`config.mk`:
```
export PLATFORM = sky130hd
export DESIGN_NAME = program_memory_arbiter
export DESIGN_NICKNAME = d
export VERILOG_FILES = /design/src/rtl/program_memory_arbiter.sv
export SDC_FILE = /design/constraint.sdc
export NUM_CORES = 1
export LEC_CHECK = 0
export CAP_MARGIN = 20
export CORE_ASPECT_RATIO = 2
export CORE_MARGIN = 4
export CORE_UTILIZATION = 49
export CTS_CLUSTER_DIAMETER = 30
export CTS_CLUSTER_SIZE = 24
export DETAILED_ROUTE_END_ITERATION = 6
export MAX_ROUTING_LAYER = met4
export PLACE_DENSITY = 0.83
export SKIP_CTS_REPAIR_TIMING = 1
export SLEW_MARGIN = 10
export SYNTH_ARGS = -nofsm -noshare
export SYNTH_HDL_FRONTEND = slang
export SYNTH_SLANG_ARGS = --single-unit
```
`constraint.sdc`:
```
create_clock -name clk_in -period 5.75 [get_ports clk_in]
set_input_delay 1.15 -clock clk_in [delete_from_list [all_inputs] [get_ports clk_in]]
set_output_delay 1.15 -clock clk_in [all_outputs]
set_load 0.05 [all_outputs]
```
`src/rtl/program_memory_arbiter.sv`:
```
// program_memory_arbiter
//   Shares the single read channel of the program memory between the CPU
//   instruction fetch (port A) and memory-system program-space reads (port B).
//   One transaction is outstanding at a time. Contention is resolved round-robin,
//   and no grant is given until the memory reports that the ROM load is done.
//   A watchdog turns a read that never returns into an error acknowledgement.
//
// Ports
//   clk_in, rst_in        clock, asynchronous active-high reset
//   req_a/addr_a          port A request (held until ack_a) and address
//   ack_a/err_a/rdata_a   port A one-cycle completion, timeout flag, read data
//   req_b ... rdata_b     same as port A, for port B
//   mem_ready             program memory loaded; gates new grants only
//   mem_req/mem_addr      one-cycle read strobe and held address to memory
//   mem_valid/mem_rdata   one-cycle data-valid and data from memory
//   busy                  high whenever the arbiter is not idle
//
// Every output comes straight from a flop.
module program_memory_arbiter #(
   parameter int ADDR_W  = 16,
   parameter int DATA_W  = 32,
   parameter int TIMEOUT = 255
) (
   input  logic              clk_in,
   input  logic              rst_in,
   input  logic              req_a,
   input  logic [ADDR_W-1:0] addr_a,
   output logic              ack_a,
   output logic              err_a,
   output logic [DATA_W-1:0] rdata_a,
   input  logic              req_b,
   input  logic [ADDR_W-1:0] addr_b,
   output logic              ack_b,
   output logic              err_b,
   output logic [DATA_W-1:0] rdata_b,
   input  logic              mem_ready,
   output logic              mem_req,
   output logic [ADDR_W-1:0] mem_addr,
   input  logic              mem_valid,
   input  logic [DATA_W-1:0] mem_rdata,
   output logic              busy
);

   typedef enum logic [1:0] {S_IDLE, S_ISSUE, S_WAIT, S_DONE} state_t;
   typedef enum logic {PORT_A, PORT_B} port_t;

   localparam logic [15:0] TIMER_LAST = 16'(TIMEOUT - 1);

   state_t            state, state_nx;
   port_t             owner, owner_nx;
   port_t             last_grant, last_grant_nx;
   port_t             grant;
   logic [15:0]       timer, timer_nx;
   logic [ADDR_W-1:0] mem_addr_nx;
   logic              mem_req_nx;
   logic              ack_a_nx, ack_b_nx, err_a_nx, err_b_nx;
   logic [DATA_W-1:0] rdata_a_nx, rdata_b_nx;
   logic              busy_nx;
   logic              finish, timed_out;

   always_ff @(posedge clk_in or posedge rst_in) begin
      if (rst_in) begin
         state      <= S_IDLE;
         owner      <= PORT_A;
         last_grant <= PORT_B;
         timer      <= '0;
         mem_addr   <= '0;
         mem_req    <= 1'b0;
         ack_a      <= 1'b0;
         ack_b      <= 1'b0;
         err_a      <= 1'b0;
         err_b      <= 1'b0;
         rdata_a    <= '0;
         rdata_b    <= '0;
         busy       <= 1'b0;
      end else begin
         state      <= state_nx;
         owner      <= owner_nx;
         last_grant <= last_grant_nx;
         timer      <= timer_nx;
         mem_addr   <= mem_addr_nx;
         mem_req    <= mem_req_nx;
         ack_a      <= ack_a_nx;
         ack_b      <= ack_b_nx;
         err_a      <= err_a_nx;
         err_b      <= err_b_nx;
         rdata_a    <= rdata_a_nx;
         rdata_b    <= rdata_b_nx;
         busy       <= busy_nx;
      end
   end

   // Outputs are registered, so the completion strobes are loaded on the
   // WAIT->DONE transition and are therefore visible during DONE.
   always_comb begin
      state_nx      = state;
      owner_nx      = owner;
      last_grant_nx = last_grant;
      timer_nx      = timer;
      mem_addr_nx   = mem_addr;
      mem_req_nx    = 1'b0;
      ack_a_nx      = 1'b0;
      ack_b_nx      = 1'b0;
      err_a_nx      = 1'b0;
      err_b_nx      = 1'b0;
      rdata_a_nx    = rdata_a;
      rdata_b_nx    = rdata_b;
      grant         = PORT_A;
      finish        = 1'b0;
      timed_out     = 1'b0;

      case (state)
         S_IDLE: begin
            if (mem_ready && (req_a || req_b)) begin
               if (req_a && req_b)
                  grant = (last_grant == PORT_A) ? PORT_B : PORT_A;
               else
                  grant = req_a ? PORT_A : PORT_B;
               owner_nx      = grant;
               last_grant_nx = grant;
               mem_addr_nx   = (grant == PORT_A) ? addr_a : addr_b;
               mem_req_nx    = 1'b1;
               state_nx      = S_ISSUE;
            end
         end
         S_ISSUE: begin
            timer_nx = '0;
            state_nx = S_WAIT;
         end
         S_WAIT: begin
            // Data arriving on the last permitted cycle still counts as good.
            if (mem_valid || timer == TIMER_LAST) begin
               finish    = 1'b1;
               timed_out = !mem_valid;
            end else begin
               timer_nx = timer + 16'd1;
            end
         end
         S_DONE: begin
            state_nx = S_IDLE;
         end
         default: begin
            state_nx = S_IDLE;
         end
      endcase

      if (finish) begin
         state_nx = S_DONE;
         if (owner == PORT_A) begin
            ack_a_nx   = 1'b1;
            err_a_nx   = timed_out;
            rdata_a_nx = timed_out ? '0 : mem_rdata;
         end else begin
            ack_b_nx   = 1'b1;
            err_b_nx   = timed_out;
            rdata_b_nx = timed_out ? '0 : mem_rdata;
         end
      end

      busy_nx = (state_nx != S_IDLE);
   end

endmodule

```
==> flow_summary.ini <==
[clock_network]
clkSlewWorstSetupHoldPaths_ns = 0.07
cts_max_level = 3
clk_latency_ns = 0.34
tritoncts = built
clock_path_buffers = 2
cts.sinks = 106
cts_root_buffer = clkbuf_16
cts_made_buffers = 9

[layout]
layout.cells.non_filler = 612
fin_area_mm2 = 0.00635
n_fill_cell = 624
layout.nets = 581
drive_gt1_share_pct = 6.27
antennaDiodeCount = 0
area_growth_pct = 42.2

[placed_design]
gp_congestion = 0.950
place_inst = 597
dpl_cell_area_mm2 = 0.00603
port_buffers = 155
dpl.hpwl_um = 8670

[synthesis]
ys_async_sr_fraction_pct = 100
synth-seq-cells = 106
syn_nets = 434
synthCells = 359
synth_area_mm2 = 0.00447
yosysSeqAreaShare_pct = 59.4
synth_warnings = 0
synth.distinct_cells = 44
ys.flop_type = dfrtp_1
synth_edf_count = 0
synth_area_per_cell_um2 = 12.4

[critical_path]
crit_fanout = 9
worstSetupPathType = in2reg
worstPathRequired_ns = 5.97
r2r_setup_slack_ns = 3.42
startpoint_type = input pin
rr_startpoint = timer[0]$_DFFE_PP0P_
r2r_end = rdata_a[6]$_DFFE_PP0P_
ff2ff_path_depth = 6
cp-end-kind = flip-flop
arrival_ns = 2.93

[sta]
fmax_ghz = 0.370
finalSetupViolCount = 0
slew_headroom_pct = 30.1
drv_slew = 0
worstMarginPinSlew_ns = 1.05
timing.final.crit_share_pct = 47.0
tns_ns = 0
finalHoldViolCount = 0
period_minus_slack_ns = 2.70
finalClockSkew_ns = 0.00748
rsz0062_at_grt = no

[global_routing]
overflow = 0
first_global_vias = 3915
grt_pass1_wl_um = 18900
grt_antenna_before_repair = 0
track_usage_pct = 23.8
grt_max_degree = 66

[pwr]
power.total_uw = 3990
swShare_pct = 45.9
p_comb_share_pct = 53.2
seqPwrFrac_pct = 30.5
p_sw_uw = 1830
leakagePower_uw = 0.00282
p_clk_share_pct = 16.3
cell_internal_pwr_uw = 2160
power_density_mw_per_mm2 = 628
ir_drop_uv = 317

[routing]
routed_wl_um = 12000
antenna_left = 0
vias = 3627
drtIter0Drc = 162
avgRoutedWirePerCell_um = 19.6
first_pass_iters = 4
vias_per_cell = 5.93
drc = 0

[hold_path]
hold_end = last_grant$_DFFE_PP1P_
holdCritStartpoint = last_grant$_DFFE_PP1P_
worstHoldPathCells = 2
hold_class = reg2reg

[job]
cap_violations = 0

[outcome]
outcome = completed

[die]
rows = 49
initial_utilization_pct = 49.9
die_h_um = 143
core_mm2 = 0.00895
ios = 156
die_width_um = 75.5
die_area_mm2 = 0.0108
## logic make-up after synthesis
family	count (synthesis)	synth area share, %
adder cells (fa/ha/maj)	5	1.40
multiplexers	25	5.60
buffers and inverters	36	4.54
AND/OR/NAND/NOR	81	10.1
AO/OA/AOI/OAI	106	19.0
flip-flops	106	59.4
## worst max-delay path, stage by stage
cell and delay, ns:
clkdlybuf4s50_1 0.58, nand2b_1 0.40, or3_1 0.51, o211ai_1 0.19, o31ai_1 0.09
## layout make-up
type / count / area (µm²) / area share [%]
sequential: 106 / 2650 / 41.8
multi-input combinational: 217 / 1620 / 25.6
timing repair buffer: 158 / 1570 / 24.8
clock buffer: 9 / 225 / 3.55
tap: 102 / 128 / 2.01
clock inverter: 6 / 91.3 / 1.44
inverter: 14 / 55.1 / 0.867
## power groups by stage
stage,registers (µW),logic (µW),clock network (µW)
2_1_floorplan,2130,482,0
4_1_cts,1220,2140,662
3_5_place_dp,1230,2130,0
6_report,1220,2120,650
5_1_grt,1250,2240,691
3_3_place_gp,1210,2100,0
## metrics by stage
step                      hold WS, ns  worst slack [ns]  util [%]
final                           0.474              3.05      71.0
after global placement          0.459              2.75      67.4
after global routing            0.501              2.88      71.0
after floorplan                 0.439              1.81         -
after CTS                       0.477              3.04      71.0
after detailed placement        0.468              2.65      67.4
## worst max path at each step
stage / endpoint / slack [ns] / start / cells after the start
after floorplan: ack_a$_DFF_PP0_ / 1.81 / rst_in / 1
final: timer[10]$_DFFE_PP0P_ / 3.05 / mem_valid / 5
after CTS: mem_addr[12]$_DFFE_PP0P_ / 3.04 / req_b / 5
after global placement: mem_addr[1]$_DFFE_PP0P_ / 2.75 / req_b / 5
after detailed placement: mem_addr[15]$_DFFE_PP0P_ / 2.65 / req_b / 5
after global routing: mem_addr[4]$_DFFE_PP0P_ / 2.88 / req_b / 5
## sequential cells by signal (all words and copies together) (netlist names), 2 cells and up
name      cells
mem_addr     16
rdata_a      32
rdata_b      32
state         2
timer        16
## synthesized netlist by cell type (2+ instances only)
| cell | number | area share [%] |
|---|---|---|
| a21o_1 | 2 | 0.34 |
| a21oi_1 | 3 | 0.34 |
| a22o_1 | 64 | 13 |
| a31oi_1 | 2 | 0.28 |
| a41oi_1 | 2 | 0.39 |
| and3_1 | 3 | 0.42 |
| and4_1 | 3 | 0.59 |
| and4b_1 | 2 | 0.45 |
| buf_2 | 6 | 0.67 |
| buf_6 | 6 | 1.5 |
| clkbuf_1 | 8 | 0.67 |
| dfrtp_1 | 105 | 59 |
| ha_1 | 5 | 1.4 |
| inv_1 | 13 | 1.1 |
| mux2i_1 | 25 | 5.6 |
| nand2_1 | 35 | 2.9 |
| nand2b_1 | 2 | 0.28 |
| nand3_1 | 7 | 0.78 |
| nand4_1 | 6 | 0.84 |
| nor2_1 | 4 | 0.34 |
| nor3_1 | 7 | 0.78 |
| nor4_1 | 3 | 0.42 |
| nor4b_2 | 2 | 0.67 |
| o211ai_4 | 2 | 0.95 |
| o21a_1 | 2 | 0.34 |
| o21ai_0 | 21 | 2.4 |
| o31ai_1 | 2 | 0.34 |
## routing by layer
layer	track usage, %	share of wire [%]	vias up
met5	-	0	-
met4	10.5	3.2	0
met3	5.50	7.5	31
met2	41.7	54	183
met1	24.4	35	1786
li1	-	-	1627
## cell usage in the layout, fill, tap and decap left out, types with 6 or more instances in the layout
cell	n
mux2i_1	25
dfrtp_1	105
clkdlybuf4s50_1	155
nand2_1	35
clkbuf_16	9
nand4_1	6
o21ai_0	20
nand3_1	7
inv_1	12
a22o_1	64
No activity file was read; power rests on OpenSTA's default activity.
